## config.mk

```make
export PLATFORM = sky130hd
export DESIGN_NAME = led_pwm_driver
export DESIGN_NICKNAME = d
export VERILOG_FILES = /design/src/rtl/led_pkg.sv /design/src/rtl/pwm_timebase.sv /design/src/rtl/led_pwm_driver.sv
export SDC_FILE = /design/constraint.sdc
export NUM_CORES = 1
export LEC_CHECK = 0
export BUFFER_PORTS_ARGS = -buffer_cell sky130_fd_sc_hd__buf_2
export CAP_MARGIN = 20
export CELL_PAD_IN_SITES_DETAIL_PLACEMENT = 1
export CELL_PAD_IN_SITES_GLOBAL_PLACEMENT = 1
export CORE_MARGIN = 2
export CORE_UTILIZATION = 50
export CTS_BUF_LIST = sky130_fd_sc_hd__clkbuf_16
export DETAILED_ROUTE_END_ITERATION = 8
export PLACE_DENSITY = 0.77
export SLEW_MARGIN = 20
export SYNTH_ARGS = -nofsm -noshare
export SYNTH_HDL_FRONTEND = slang
export SYNTH_SLANG_ARGS = --single-unit
```

## constraint.sdc

```tcl
create_clock -name clk -period 7.45 [get_ports clk]
set_input_delay 0.3725 -clock clk [delete_from_list [all_inputs] [get_ports clk]]
set_output_delay 0.3725 -clock clk [all_outputs]
set_load 0.01 [all_outputs]
```

## src/rtl/led_pkg.sv

```systemverilog
// Shared parameters and types for the LED PWM driver.
package led_pkg;

    localparam int NUM_LED  = 5;
    localparam int DUTY_W   = 8;
    localparam int IDX_W    = 3;
    localparam int PRESCALE = 47;

    typedef logic [DUTY_W-1:0] duty_t;

    localparam duty_t LED_MAX = duty_t'((1 << DUTY_W) - 1);

    // Number of phase steps in one PWM period for a given duty width.
    function automatic int period_steps(input int w);
        return (1 << w) - 1;
    endfunction

endpackage

```

## src/rtl/pwm_timebase.sv

```systemverilog
// Prescaled phase counter for the PWM period; phase steps 0..MAX-1, wrap marks the last step.
// Holds its count while en is low; tick and wrap are combinational from the current count.
module pwm_timebase #(
    parameter int DUTY_W   = 8,
    parameter int PRESCALE = 47
) (
    input  logic              clk,
    input  logic              rst,
    input  logic              en,
    output logic [DUTY_W-1:0] phase,
    output logic              tick,
    output logic              wrap
);
    import led_pkg::*;

    localparam int CNT_W = $clog2(PRESCALE) + 1;
    localparam logic [CNT_W-1:0]  CNT_LAST   = CNT_W'(PRESCALE - 1);
    localparam logic [DUTY_W-1:0] PHASE_LAST = DUTY_W'(period_steps(DUTY_W) - 1);

    logic [CNT_W-1:0] cnt;

    assign tick = en && (cnt == CNT_LAST);
    assign wrap = tick && (phase == PHASE_LAST);

    always_ff @(posedge clk or posedge rst) begin
        if (rst) begin
            cnt   <= '0;
            phase <= '0;
        end else if (tick) begin
            cnt   <= '0;
            phase <= wrap ? '0 : phase + 1'b1;
        end else if (en) begin
            cnt   <= cnt + 1'b1;
        end
    end

endmodule

```

## src/rtl/led_pwm_driver.sv

```systemverilog
// Per-LED PWM brightness with shadow registers that apply only at a period boundary.
// Write port is always ready after reset; shadow to active copy happens on phase wrap.
module led_pwm_driver #(
    parameter int NUM_LED  = led_pkg::NUM_LED,
    parameter int DUTY_W   = led_pkg::DUTY_W,
    parameter int PRESCALE = led_pkg::PRESCALE,
    parameter int IDX_W    = led_pkg::IDX_W
) (
    input  logic               clk,
    input  logic               rst,
    input  logic               en,
    input  logic               wr_valid,
    output logic               wr_ready,
    input  logic [IDX_W-1:0]   wr_idx,
    input  logic [DUTY_W-1:0]  wr_duty,
    output logic [NUM_LED-1:0] led,
    output logic               period_start,
    output logic               update_pending
);
    import led_pkg::*;

    logic [DUTY_W-1:0] shadow [NUM_LED];
    logic [DUTY_W-1:0] active [NUM_LED];
    logic [DUTY_W-1:0] phase;
    logic              tick;
    logic              wrap;
    logic              load;
    logic              accept;
    logic              idx_ok;
    logic              wr_hit;

    pwm_timebase #(
        .DUTY_W   (DUTY_W),
        .PRESCALE (PRESCALE)
    ) u_timebase (
        .clk   (clk),
        .rst   (rst),
        .en    (en),
        .phase (phase),
        .tick  (tick),
        .wrap  (wrap)
    );

    assign load   = tick && wrap;
    assign accept = wr_valid && wr_ready;
    assign idx_ok = ({1'b0, wr_idx} < (IDX_W+1)'(NUM_LED));
    assign wr_hit = accept && idx_ok;

    // Active loads sample the pre-write shadow, so a write on the wrap edge waits a period.
    always_ff @(posedge clk or posedge rst) begin
        if (rst) begin
            for (int i = 0; i < NUM_LED; i++) begin
                shadow[i] <= '0;
                active[i] <= '0;
                led[i]    <= 1'b0;
            end
        end else begin
            for (int i = 0; i < NUM_LED; i++) begin
                if (wr_hit && (wr_idx == IDX_W'(i)))
                    shadow[i] <= wr_duty;
                if (load)
                    active[i] <= shadow[i];
                led[i] <= en && (phase < active[i]);
            end
        end
    end

    always_ff @(posedge clk or posedge rst) begin
        if (rst) begin
            wr_ready       <= 1'b0;
            period_start   <= 1'b0;
            update_pending <= 1'b0;
        end else begin
            wr_ready     <= 1'b1;
            period_start <= load;
            if (wr_hit)
                update_pending <= 1'b1;
            else if (load)
                update_pending <= 1'b0;
        end
    end

endmodule

```

=== Word level (Yosys, flattened, before mapping) ===
Index checks and enable logic that the tools add are counted.
W data, S select, Z words.

* Register bits after elaboration: 103
* Bits of input ports: 15
* Output and inout port bits: 8

* Add/sub/neg operators: 2
* Magnitude comparators: 6
* Equality and inequality tests: 6
* Mux-type cells: 5
* Reductions and logical operators: 18

{| class="wikitable"
|+ Operators with widths
! cell !! number
|-
| $lt A8 B8 Y1 || 5
|-
| $logic_and A1 B1 Y1 || 15
|-
| $mux W7 || 2
|-
| $add A8 B1 Y8 const B || 1
|-
| $eq A8 B8 Y1 const B || 1
|-
| $mux W8 || 1
|-
| $add A7 B1 Y7 const B || 1
|-
| $eq A7 B6 Y1 const B || 1
|-
| $eq A3 B2 Y1 const B || 2
|-
| $reduce_bool A2 Y1 || 2
|-
| $eq A3 B1 Y1 const B || 1
|-
| $eq A3 B3 Y1 const B || 1
|-
| $logic_not A3 Y1 || 1
|-
| $lt A3 B3 Y1 const B || 1
|-
| $mux W1 || 2
|}

=== Depth between registers and ports, before layout ===
Gate-level depths: netlist of the first run.

* Depth after elaboration: 6
* Mapped depth: 10
* Depth with buffers taken out: 7

=== Hierarchy ===
A second synthesis of the first run with hierarchy kept.

* Cell total of the unflattened synthesis: 416
* Area total of the unflattened synthesis: 4938.5 um^2

{| class="wikitable"
|+ Modules (own cells, without submodules)
! module !! times used !! cells an instance !! area an instance (um^2)
|-
| led_pwm_driver || 1 || 339 || 4155.2
|-
| pwm_timebase || 1 || 77 || 783.3
|}

=== Worst setup path before layout of the first run ===
OpenSTA, ideal clock, no wires.

* Kind: register to register
* Start point: reg u_timebase.cnt[0]
* End point: reg active[15] (netlist bit)
* Setup time: 0.125 ns
* Data arrival time: 2.024 ns
* Path slack: 5.301 ns
* Cell stages (with the launch flop): 11
* Buffers on the path: 3
* Clock period less this slack: 2.149 ns
* Path through: dfrtp_1 -> inv_1 -> ha_1 -> nand4b_4 -> or2_1 -> buf_6 -> or2_1 -> buf_6 -> clkinv_2 -> buf_6 -> mux2_2

* Cells in the longest elaborated chain, start to end: 4

{| class="wikitable"
|+ Ends and longest elaborated chain
! item !! RTL line !! RTL
|-
| from (decl) || pwm_timebase.sv:20 || <nowiki>logic [CNT_W-1:0] cnt;</nowiki>
|-
| from (signal assigned) || pwm_timebase.sv:33 || <nowiki>cnt <= cnt + 1'b1;</nowiki>
|-
| $eq A7 B6 Y1 (*) || pwm_timebase.sv:22 || <nowiki>assign tick = en && (cnt == CNT_LAST);</nowiki>
|-
| $logic_and A1 B1 Y1 (*) || pwm_timebase.sv:22 ||
|-
| $logic_and A1 B1 Y1 || pwm_timebase.sv:23 || <nowiki>assign wrap = tick && (phase == PHASE_LAST);</nowiki>
|-
| $logic_and A1 B1 Y1 (*) || led_pwm_driver.sv:44 || <nowiki>assign load = tick && wrap;</nowiki>
|-
| to (signal, indexed assignment) || led_pwm_driver.sv:62 || <nowiki>active[i] <= shadow[i];</nowiki>
|-
| to (decl) || led_pwm_driver.sv:23 || <nowiki>logic [DUTY_W-1:0] active [NUM_LED];</nowiki>
|}

Mark *: on every way between the ends. The rest lies on a longest branch, timed or not.
A chain may end at the register's enable or synchronous reset.

=== Worst setup path after layout of the first run ===
* Start point: reg u_timebase.cnt[0]
* End point: reg active[27] (netlist bit)

The elaborated chain is that of the path after synthesis.

==> results of run 1 <==
[per-layer routing]
metal	wire length, um	track usage [%]
met5	0	0
met4	223	7.92
met3	219	3.63
met2	5610	37.3
met1	5010	28.9
[worst max-delay path by stage]
stage | cells after the start | endpoint | from | slack, ns
after global routing | 8 | active[37] | u_timebase.cnt[0] | 4.66
after floorplan | 1 | active[0] | rst | 4.37
final | 8 | active[27] | u_timebase.cnt[0] | 4.85
after CTS | 8 | active[35] | u_timebase.cnt[0] | 4.84
after global placement | 8 | active[38] | u_timebase.cnt[0] | 4.93
after detailed placement | 8 | active[35] | u_timebase.cnt[0] | 4.86
[power breakdown]
group          internal (uW)  switching (uW)
logic                   79.4            65.3
clock network            295             209
registers                631            59.2
[stage by stage]
| step | worst slack (ns) | utilization, % | hold slack, ns | instances | cell area [um^2] |
|---|---|---|---|---|---|
| CTS | 4.84 | 56.8 | 0.135 | 548 | 5530 |
| floorplan | 4.37 | - | 0.442 | 384 | 4990 |
| global placement | 4.93 | 53.5 | 0.469 | 532 | 5210 |
| detailed placement | 4.86 | 53.5 | 0.480 | 532 | 5210 |
| finish | 4.85 | 56.8 | 0.105 | 548 | 5530 |
| global route | 4.66 | 56.8 | 0.164 | 548 | 5530 |
[state kept, by name, summed over array words and instances, names as in the netlist]
register,count
wr_ready,1
active,40
u_timebase.phase,8
shadow,40
update_pending,1
led,5
period_start,1
u_timebase.cnt,7
[final cells by class]
cell class	count	area, um^2
repair buffers	24	125
clock buffers	9	225
well taps	133	166
clock inverters	7	95.1
fillers	1007	4200
multi-input cells	231	2180
flip-flops and latches	103	2580
inverters	41	158
[critical path, stage by stage (launching register included)]
cell,delay [ns]
dfrtp_1,0.37
inv_1,0.08
ha_1,0.23
nand4b_4,0.12
or2_1,0.25
or2_1,0.14
buf_4,0.39
clkinv_2,0.46
mux2_2,0.41
[kinds of logic (layout without fill, tap and decap cells)]
kind of cell / count (synthesis) / in the layout / share of synthesized area, %
and+or+nand+nor: 59 / 59 / 6.36
AOI/OAI and AO/OA: 41 / 41 / 5.96
other: 1 / 1 / 0.0751
xor gates and xnor gates: 7 / 7 / 1.23
adders and majority gates: 39 / 39 / 9.77
muxes: 84 / 84 / 20.3
DFF: 103 / 103 / 51.6
buffers and inverters: 50 / 81 / 4.69
[cells in the final DEF (no fill, tap or decap), types with 9 or more instances in the layout]
cell and n:
nor2_1 12, mux2_4 19, ha_1 39, clkbuf_16 9, dfrtp_1 103, a21o_1 10
nand2b_1 11, inv_1 39, mux2_2 62, buf_2 22, nand2_1 13
==> run summary, run 1 <==
Final slew viol count - 0
Global-route wire length before repair - 18,200 um
Crit Path Max Fanout - 25
Power Density - 242 nW/um^2
Most frequent cell after synthesis - dfrtp_1
Post-synth EDFFs - 0
Router iterations before antenna repair - 4
Total core area - 9730 um^2
Crit path launch type - register
Chip Height - 104 um
RSZ-0062 raised after global routing - false
PnR Total Power - 1340 uW
Root Buffer - clkbuf_16
Main synth FF type - dfrtp_1
All-Layer GR Usage - 22.1%
Vias in the first global route - 3,323
Worst-path clk slew - 0.07 ns
Clk_lat worst skew - 0.35 ns
Seq/Total Area, Yosys - 51.6%
Routed WL - 11,100 um
R2r worst-path depth - 8
Asr flop ratio synth - 100%
Crit path kind - register to register
Min-delay worst type - input port to asynchronous set/reset pin
Max Clk Rate - 0.385 GHz
Clock Skew - 0.00831 ns
Final setup vio count - 0
Share of cells above drive strength 1 - 29.9%
Leakage power - 0.00269 uW
Capturing point of the worst reg2reg path - active[27]
Die Footprint - 10,800 um^2
Largest net degree at the start of global routing - 55
Antenna cells - 0
Port Buffers - 22
Nets@finish - 464
Most instantiated cells after synthesis - dfrtp_1, mux2_2, inv_1
Post-cts sizing count - 0
GPL Wtd Cong - 0.855
Placement row count - 36
# DRC - 0
Worst slew margin - 38.4%
Worst path required time - 7.68 ns
Synth area leader - dfrtp_1
Area share of the leading cell type in the synthesized netlist - 51.6%
CTS Sinks - 103
Worst path arrival time - 2.83 ns
Maximum vdd drop - 0.119 mV
Vias per inst - 5.46
Crit path time final - 2.60 ns
Detailed-route via count - 2,990
R2r setup slk - 4.85 ns
Postcts setup bufs - 0
Status - finished clean
Syn nets - 438
Hold buffers post-CTS - 0
Synthesized area per cell - 13.0 um^2
Synth Warn # - 0
Initial antenna violation count - 0
Total gr overflow - 0
CTS tree - built
Max-Cap Viols - 0
Initial detailed-routing violation count - 129
Synth cell types - 34
Final ANT Viol Nets - 0
Post-DP HPWL - 7720 um
Num CTS Buffers - 9
Num ports - 23
DR WL/cell - 20.2 um
Hold Fails Final Rpt - 0
Critical R2R Launch - u_timebase.cnt[0]
Starting Density - 51.3%
TNS Setup - 0 ns
H-tree levels - 3
Synth-to-Final Area Change - 10.7%
Worst Tran Pin Value - 0.921 ns
Mapped Cells - 384
Part of the cycle the worst path needs - 34.9%
Clock buffer depth - 2
Post-Syn Area - 4990 um^2
Post-synthesis register bit count - 103
Die Width - 104 um
CP Capture Type - register
Ranking of synthesized cells by area - dfrtp_1, mux2_2, ha_1, mux2_4, inv_1
Power figures use the tool's default switching activity.
==> run 2: changes to the inputs <==
--- a/config.mk
+++ b/config.mk
@@ -10,10 +10,10 @@
 export CELL_PAD_IN_SITES_DETAIL_PLACEMENT = 1
 export CELL_PAD_IN_SITES_GLOBAL_PLACEMENT = 1
 export CORE_MARGIN = 2
-export CORE_UTILIZATION = 50
+export CORE_UTILIZATION = 46
 export CTS_BUF_LIST = sky130_fd_sc_hd__clkbuf_16
 export DETAILED_ROUTE_END_ITERATION = 8
-export PLACE_DENSITY = 0.77
+export PLACE_DENSITY = 0.75
 export SLEW_MARGIN = 20
 export SYNTH_ARGS = -nofsm -noshare
 export SYNTH_HDL_FRONTEND = slang
==> constraint.sdc (replaced) <==
create_clock -name clk -period 2.2 [get_ports clk]
set_input_delay 0.11 -clock clk [delete_from_list [all_inputs] [get_ports clk]]
set_output_delay 0.11 -clock clk [all_outputs]
set_load 0.01 [all_outputs]
==> run summary, run 2 (synthesis results as in run 1) <==
Global-route wire length before repair - 18,000 um (was 18,200 um)
Crit Path Max Fanout - 22 (was 25)
Max-Cap Viols - 0 (unchanged)
Initial antenna violation count - 0 (unchanged)
GPL Wtd Cong - 0.771 (was 0.855)
Total core area - 10,700 um^2 (was 9730 um^2)
Most frequent cells in the layout - dfrtp_1, mux2_2, inv_1 (was dfrtp_1, mux2_2, inv_1, ha_1, buf_2)
Clk_lat worst skew - 0.35 ns (about the same)
Die Width - 108 um (was 104 um)
Worst path required time - 2.43 ns (was 7.68 ns)
Min-delay worst type - input port to register (was input port to asynchronous set/reset pin)
Port Buffers - 22 (unchanged)
Leakage power - 0.00274 uW (was 0.00269 uW)
Commonest non-fill, non-tap cell in the layout - dfrtp_1 (unchanged)
Part of the cycle the worst path needs - 95.6% (was 34.9%)
CTS tree - built (unchanged)
Final core occ - 52.7% (was 56.8%)
Routed WL - 11,000 um (was 11,100 um)
Worst path arrival time - 2.34 ns (was 2.83 ns)
Num ports - 23 (unchanged)
FILL cells - 1,117 (was 1,007)
Largest net degree at the start of global routing - 104 (was 55)
Placement row count - 38 (was 36)
TNS Setup - 0 ns (unchanged)
Worst Tran Pin Value - 0.549 ns (was 0.921 ns)
Power Density - 792 nW/um^2 (was 242 nW/um^2)
Worst slew margin - 63.3% (was 38.4%)
Max Clk Rate - 0.476 GHz (was 0.385 GHz)
Root Buffer - clkbuf_16 (unchanged)
Clock buffer depth - 2 (unchanged)
Post-DP HPWL - 7460 um (was 7720 um)
Detailed-route via count - 3,040 (was 2,990)
Crit path launch type - register (unchanged)
Final slew viol count - 0 (unchanged)
Final setup vio count - 0 (unchanged)
Status - finished clean (unchanged)
Hold Fails Final Rpt - 0 (unchanged)
Crit path kind - register to register (unchanged)
Maximum vdd drop - 0.388 mV (was 0.119 mV)
Nets@finish - 477 (was 464)
Total gr overflow - 0 (unchanged)
CP Capture Type - register (unchanged)
Biggest regs - active: 40 flops, shadow: 40 flops, u_timebase.phase: 8 flops (unchanged)
Router iterations before antenna repair - 5 (was 4)
Antenna cells - 0 (unchanged)
Synth-to-Final Area Change - 12.9% (was 10.7%)
All-Layer GR Usage - 20.7% (was 22.1%)
Starting Density - 46.7% (was 51.3%)
# DRC - 0 (unchanged)
Vias in the first global route - 3,367 (was 3,323)
RSZ-0062 raised after global routing - false (unchanged)
Vias per inst - 5.35 (was 5.46)
PnR Total Power - 4470 uW (was 1340 uW)
Clock Skew - 0.00897 ns (was 0.00831 ns)
CTS Sinks - 103 (unchanged)
Initial detailed-routing violation count - 120 (was 129)
Die Footprint - 11,700 um^2 (was 10,800 um^2)
Worst-path clk slew - 0.07 ns (about the same)
Num CTS Buffers - 9 (unchanged)
DR WL/cell - 19.4 um (was 20.2 um)
Share of cells above drive strength 1 - 31.5% (was 29.9%)
H-tree levels - 3 (unchanged)
Crit path time final - 2.10 ns (was 2.60 ns)
Final ANT Viol Nets - 0 (unchanged)
Chip Height - 108 um (was 104 um)
run 2: changes by cell type in the layout (fill, tap and decap cells not counted), moves of 2 or more:
cell        delta
buf_4         +10
clkinv_4       +2
clkinv_2       -3
clkinvlp_4     +3
run 2: cell type report:
cell class / instances / area, um^2 / share of cell area, %
flip-flops and latches: 103 / 2580 / 45.7
multi-input cells: 231 / 2180 / 38.7
repair buffers: 37 / 241 / 4.28
clock buffers: 9 / 225 / 3.99
well taps: 140 / 175 / 3.11
inverters: 41 / 163 / 2.89
clock inverters: 7 / 73.8 / 1.31
run 2: what timing repair did:
item / CTS / global route
endpoints found under the hold margin: 103 / 0
buffers inserted: 0 / 0
gates resized for setup: 1 / 1
hold buffers: 1 / 0
endpoints found under the setup margin: 1 / 22
run 2: power breakdown:
part	internal, uW	switching (uW)
registers	2140	170
clock network	884	736
logic	285	255
run 2: critical path, stage by stage (launching register included):
cell	delay, ns
dfrtp_1	0.41
inv_1	0.10
ha_1	0.19
nand4b_4	0.14
or2_1	0.26
or2_1	0.30
clkinv_4	0.20
mux2_2	0.37
run 2: metrics by stage:
step	std cells	hold WS (ns)	cell area, um^2	setup slack (ns)
floorplan	384	0.261	5000	0.0508
global placement	551	0.311	5320	0.102
detailed placement	551	0.320	5320	0.0178
CTS	568	0.0412	5630	0.0435
global route	568	0.0554	5640	0.0141
finish	568	0.0462	5640	0.0970
run 2: per-layer routing:
layer	track usage [%]	share of wire, %	vias up
met3	3.86	2.5	14
met1	27.6	47	1572
met2	34.2	48	35
met4	6.96	2.1	0
met5	0	0	-
li1	-	-	1419
run 2: worst paths after layout:
check / startpoint / end / slack, ns / depth (start not counted)
setup / recovery: u_timebase.cnt[0] / active[38] / 0.1 / 7
hold / removal: wr_valid / update_pending / 0.05 / 2
setup reg to reg: u_timebase.cnt[0] / active[38] / 0.1 / 7
hold reg to reg: u_timebase.cnt[6] / u_timebase.cnt[6] / 0.48 / 1
max in group asynchronous: rst / led[1] / 1.33 / 4
min in group asynchronous: rst / update_pending / 0.46 / 4
==> run 3: changes to the inputs <==
--- a/config.mk
+++ b/config.mk
@@ -6,15 +6,16 @@
 export NUM_CORES = 1
 export LEC_CHECK = 0
 export BUFFER_PORTS_ARGS = -buffer_cell sky130_fd_sc_hd__buf_2
-export CAP_MARGIN = 20
-export CELL_PAD_IN_SITES_DETAIL_PLACEMENT = 1
+export CAP_MARGIN = 10
+export CELL_PAD_IN_SITES_DETAIL_PLACEMENT = 0
 export CELL_PAD_IN_SITES_GLOBAL_PLACEMENT = 1
 export CORE_MARGIN = 2
-export CORE_UTILIZATION = 46
+export CORE_UTILIZATION = 45
 export CTS_BUF_LIST = sky130_fd_sc_hd__clkbuf_16
 export DETAILED_ROUTE_END_ITERATION = 8
-export PLACE_DENSITY = 0.75
+export PLACE_DENSITY = 0.74
 export SLEW_MARGIN = 20
 export SYNTH_ARGS = -nofsm -noshare
 export SYNTH_HDL_FRONTEND = slang
+export SYNTH_HIERARCHICAL = 1
 export SYNTH_SLANG_ARGS = --single-unit
==> run summary, run 3 <==
Clock share of power - 40.6% (was 36.3%)
Max-Cap Viols - 0 (unchanged)
Internal - 3670 uW (was 3310 uW)
Antenna cells - 0 (unchanged)
Root Buffer - clkbuf_16 (unchanged)
H-tree levels - 3 (unchanged)
Synth cell types - 40 (was 34)
Biggest regs - active: 40 flops, shadow: 40 flops, u_timebase/phase: 8 flops (was active: 40 flops, shadow: 40 flops, u_timebase.phase: 8 flops)
Most instantiated cells after synthesis - dfrtp_1, o21ai_0, inv_1 (was dfrtp_1, mux2_2, inv_1)
Most frequent cells in the layout - dfrtp_1, o21ai_0, inv_1, ha_1, nand3_1 (was dfrtp_1, mux2_2, inv_1)
Mapped Cells - 416 (was 384)
RSZ-0062 raised after global routing - false (unchanged)
Flop pwr share - 47.6% (was 51.6%)
Max Clk Rate - 0.499 GHz (was 0.476 GHz)
Num ports - 23 (unchanged)
Postcts setup bufs - 0 (unchanged)
Worst path arrival time - 2.22 ns (was 2.34 ns)
Global-route wire length before repair - 18,200 um (was 18,000 um)
Synth Warn # - 6 (was 0)
Clock Skew - 0.00542 ns (was 0.00897 ns)
Total core area - 10,800 um^2 (was 10,700 um^2)
Num CTS Buffers - 9 (unchanged)
Worst slew margin - 56.0% (was 63.3%)
Asr flop ratio synth - 100% (unchanged)
Clock buffer depth - 2 (unchanged)
Worst-path cell chain - inv_1, ha_1, and4b_4, nand4_2, inv_2, nand2_2, inv_1, buf_6, o21ai_0 (was inv_1, ha_1, nand4b_4, or2_1, or2_1, clkinv_4, mux2_2)
DR WL/cell - 18.7 um (was 19.4 um)
Syn nets - 470 (was 438)
Seq/Total Area, Yosys - 52.2% (was 51.6%)
Commonest non-fill, non-tap cell in the layout - dfrtp_1 (unchanged)
Detailed-route via count - 3,329 (was 3,040)
Worst path buffer plus inverter count - 4 (was 2)
Crit Path Max Fanout - 27 (was 22)
Vias per inst - 5.57 (was 5.35)
Synth area leader - dfrtp_1 (unchanged)
Ranking of synthesized cells by area - dfrtp_1, ha_1, mux2_2, mux2_4, o21ai_0 (was dfrtp_1, mux2_2, ha_1, mux2_4, inv_1)
Most frequent cell after synthesis - dfrtp_1 (unchanged)
CTS Sinks - 103 (unchanged)
Post-Syn Area - 4940 um^2 (was 4990 um^2)
GPL Wtd Cong - 0.789 (was 0.771)
Crit path time final - 2.01 ns (was 2.10 ns)
PnR Total Power - 4820 uW (was 4470 uW)
Met3 Usage GRT - 2.81% (was 3.86%)
Chip Height - 109 um (was 108 um)
GR peak layer - met2 (unchanged)
Final setup vio count - 0 (unchanged)
CP most frequent cell - inv_1 (was or2_1)
All-Layer GR Usage - 20.8% (was 20.7%)
Vias in the first global route - 3,337 (was 3,367)
Die Footprint - 11,800 um^2 (was 11,700 um^2)
Status - finished clean (unchanged)
CP Capture Type - register (unchanged)
Initial detailed-routing violation count - 171 (was 120)
Port Buffers - 22 (unchanged)
Synth-to-Final Area Change - 15.5% (was 12.9%)
Routed WL - 11,200 um (was 11,000 um)
Total gr overflow - 0 (unchanged)
Starting Density - 45.8% (was 46.7%)
Die Width - 109 um (was 108 um)
Post-DP HPWL - 7440 um (was 7460 um)
Crit path kind - register to register (unchanged)
Power Density - 845 nW/um^2 (was 792 nW/um^2)
Nets@finish - 507 (was 477)
Worst Tran Pin Value - 0.659 ns (was 0.549 ns)
Worst-path clk slew - 0.07 ns (about the same)
Pre-CTS WS - 0.0984 ns (was 0.0178 ns)
Final ANT Viol Nets - 0 (unchanged)
Share of cells above drive strength 1 - 24.5% (was 31.5%)
Critical Path Max Stage Delay - 0.40 ns (was 0.41 ns)
TNS Setup - 0 ns (unchanged)
Router iterations before antenna repair - 4 (was 5)
CTS tree - built (unchanged)
Routing usage on met2 - 32.4% (was 34.2%)
Placement row count - 38 (unchanged)
P_sw - 1150 uW (was 1160 uW)
Maximum vdd drop - 0.539 mV (was 0.388 mV)
Switch share - 23.9% (was 26.0%)
FILL cells - 923 (was 1,117)
Synthesized area per cell - 11.9 um^2 (was 13.0 um^2)
Final slew viol count - 0 (unchanged)
Main synth FF type - dfrtp_1 (unchanged)
Leakage power - 0.00296 uW (was 0.00274 uW)
Hold Fails Final Rpt - 0 (unchanged)
Largest net degree at the start of global routing - 39 (was 104)
Initial antenna violation count - 0 (unchanged)
Max stage delay cell, worst path - dfrtp_1 (unchanged)
Worst path top cell family by delay - simple AND/OR/NAND/NOR gates (unchanged)
Fin worst setup slack - 0.195 ns (was 0.0970 ns)
Clk_lat worst skew - 0.35 ns (about the same)
Comb power frac - 11.8% (was 12.1%)
Min-delay worst type - input port to register (unchanged)
Post-synth EDFFs - 0 (unchanged)
Crit path launch type - register (unchanged)
Area share of the leading cell type in the synthesized netlist - 52.2% (was 51.6%)
GR Util met1 - 30.0% (was 27.6%)
Post-synthesis register bit count - 103 (unchanged)
Part of the cycle the worst path needs - 91.1% (was 95.6%)
Worst path required time - 2.42 ns (was 2.43 ns)
# DRC - 0 (unchanged)
[run 3: cell types whose count changed in the layout (fill, tap and decap cells not counted), moves of 6 or more]
cell,delta
o21ai_0,+38
nand3_1,+33
mux2_2,-32
o211ai_1,+8
nor3_1,-7
a211oi_1,+6
nand2b_1,-6
[run 3: final cells by class]
type | instances | area (um^2) | area share [%]
Clock inverter | 7 | 145 | 2.55
Clock buffer | 9 | 225 | 3.95
Tap cell | 140 | 175 | 3.07
Sequential cell | 103 | 2580 | 45.2
Inverter | 42 | 166 | 2.92
Multi-Input combinational cell | 258 | 2130 | 37.4
Timing Repair Buffer | 39 | 282 | 4.94
[run 3: layer usage]
metal / vias up / wire [um] / part of all wire [%]
li1: 1566 / - / -
met4: 0 / 173 / 1.6
met5: - / 0 / 0
met2: 62 / 5210 / 47
met1: 1689 / 5400 / 48
met3: 12 / 369 / 3.3
[run 3: worst paths after layout]
path,from,end,slack (ns),cells after the start
max in group asynchronous,rst,active[27],1.05,4
worst min-delay path,wr_duty[0],shadow[16],0.05,2
worst min register to register,u_timebase/cnt[6],u_timebase/cnt[6],0.46,1
worst max register to register,u_timebase/cnt[0],active[20],0.19,9
min in group asynchronous,rst,u_timebase/cnt[1],0.39,3
worst max-delay path,u_timebase/cnt[0],active[20],0.19,9
[run 3: worst reg2reg max path: stages, from the launching register on]
cell and delay (ns):
dfrtp_1 0.40, inv_1 0.10, ha_1 0.15, and4b_4 0.27, nand4_2 0.21, inv_2 0.17, nand2_2 0.14, inv_1 0.12
buf_6 0.22, o21ai_0 0.12
[run 3: timing repair]
item / in CTS / in global routing
setup endpoints to repair: 0 / 27
resized for setup: 0 / 2
hold endpoints to repair: 39 / 0
hold buffers: 1 / 0
[run 3: cell families (layout without fill, tap and decap cells)]
logic type               after synthesis  in the layout  synth area share [%]
XOR/XNOR                               5              5                 0.887
adder cells (fa/ha/maj)               39             39                  9.88
AO/OA/AOI/OAI                         83             83                  10.8
flip-flops                           103            103                  52.2
AND/OR/NAND/NOR                       84             84                  9.81
multiplexers                          46             46                  11.7
other                                  1              1                0.0759
buffers and inverters                 55             97                  4.66
[run 3: per-stage QoR]
stage | cell area [um^2] | cells | hold slack (ns) | util, %
finish | 5700 | 598 | 0.0523 | 52.8
global route | 5700 | 598 | 0.0557 | 52.8
CTS | 5700 | 598 | 0.0503 | 52.8
detailed placement | 5320 | 581 | 0.228 | 49.3
global placement | 5320 | 581 | 0.229 | 49.3
floorplan | 4940 | 416 | 0.0115 | -
[run 3: power by group through the flow]
| stage | Sequential, uW | Combinational, uW | Clock [uW] |
|---|---|---|---|
| after detailed placement | 2330 | 571 | 0 |
| after global placement | 2320 | 557 | 0 |
| after global routing | 2330 | 646 | 2060 |
| after floorplan | 2300 | 387 | 0 |
| final | 2290 | 571 | 1960 |
| after CTS | 2290 | 582 | 1980 |
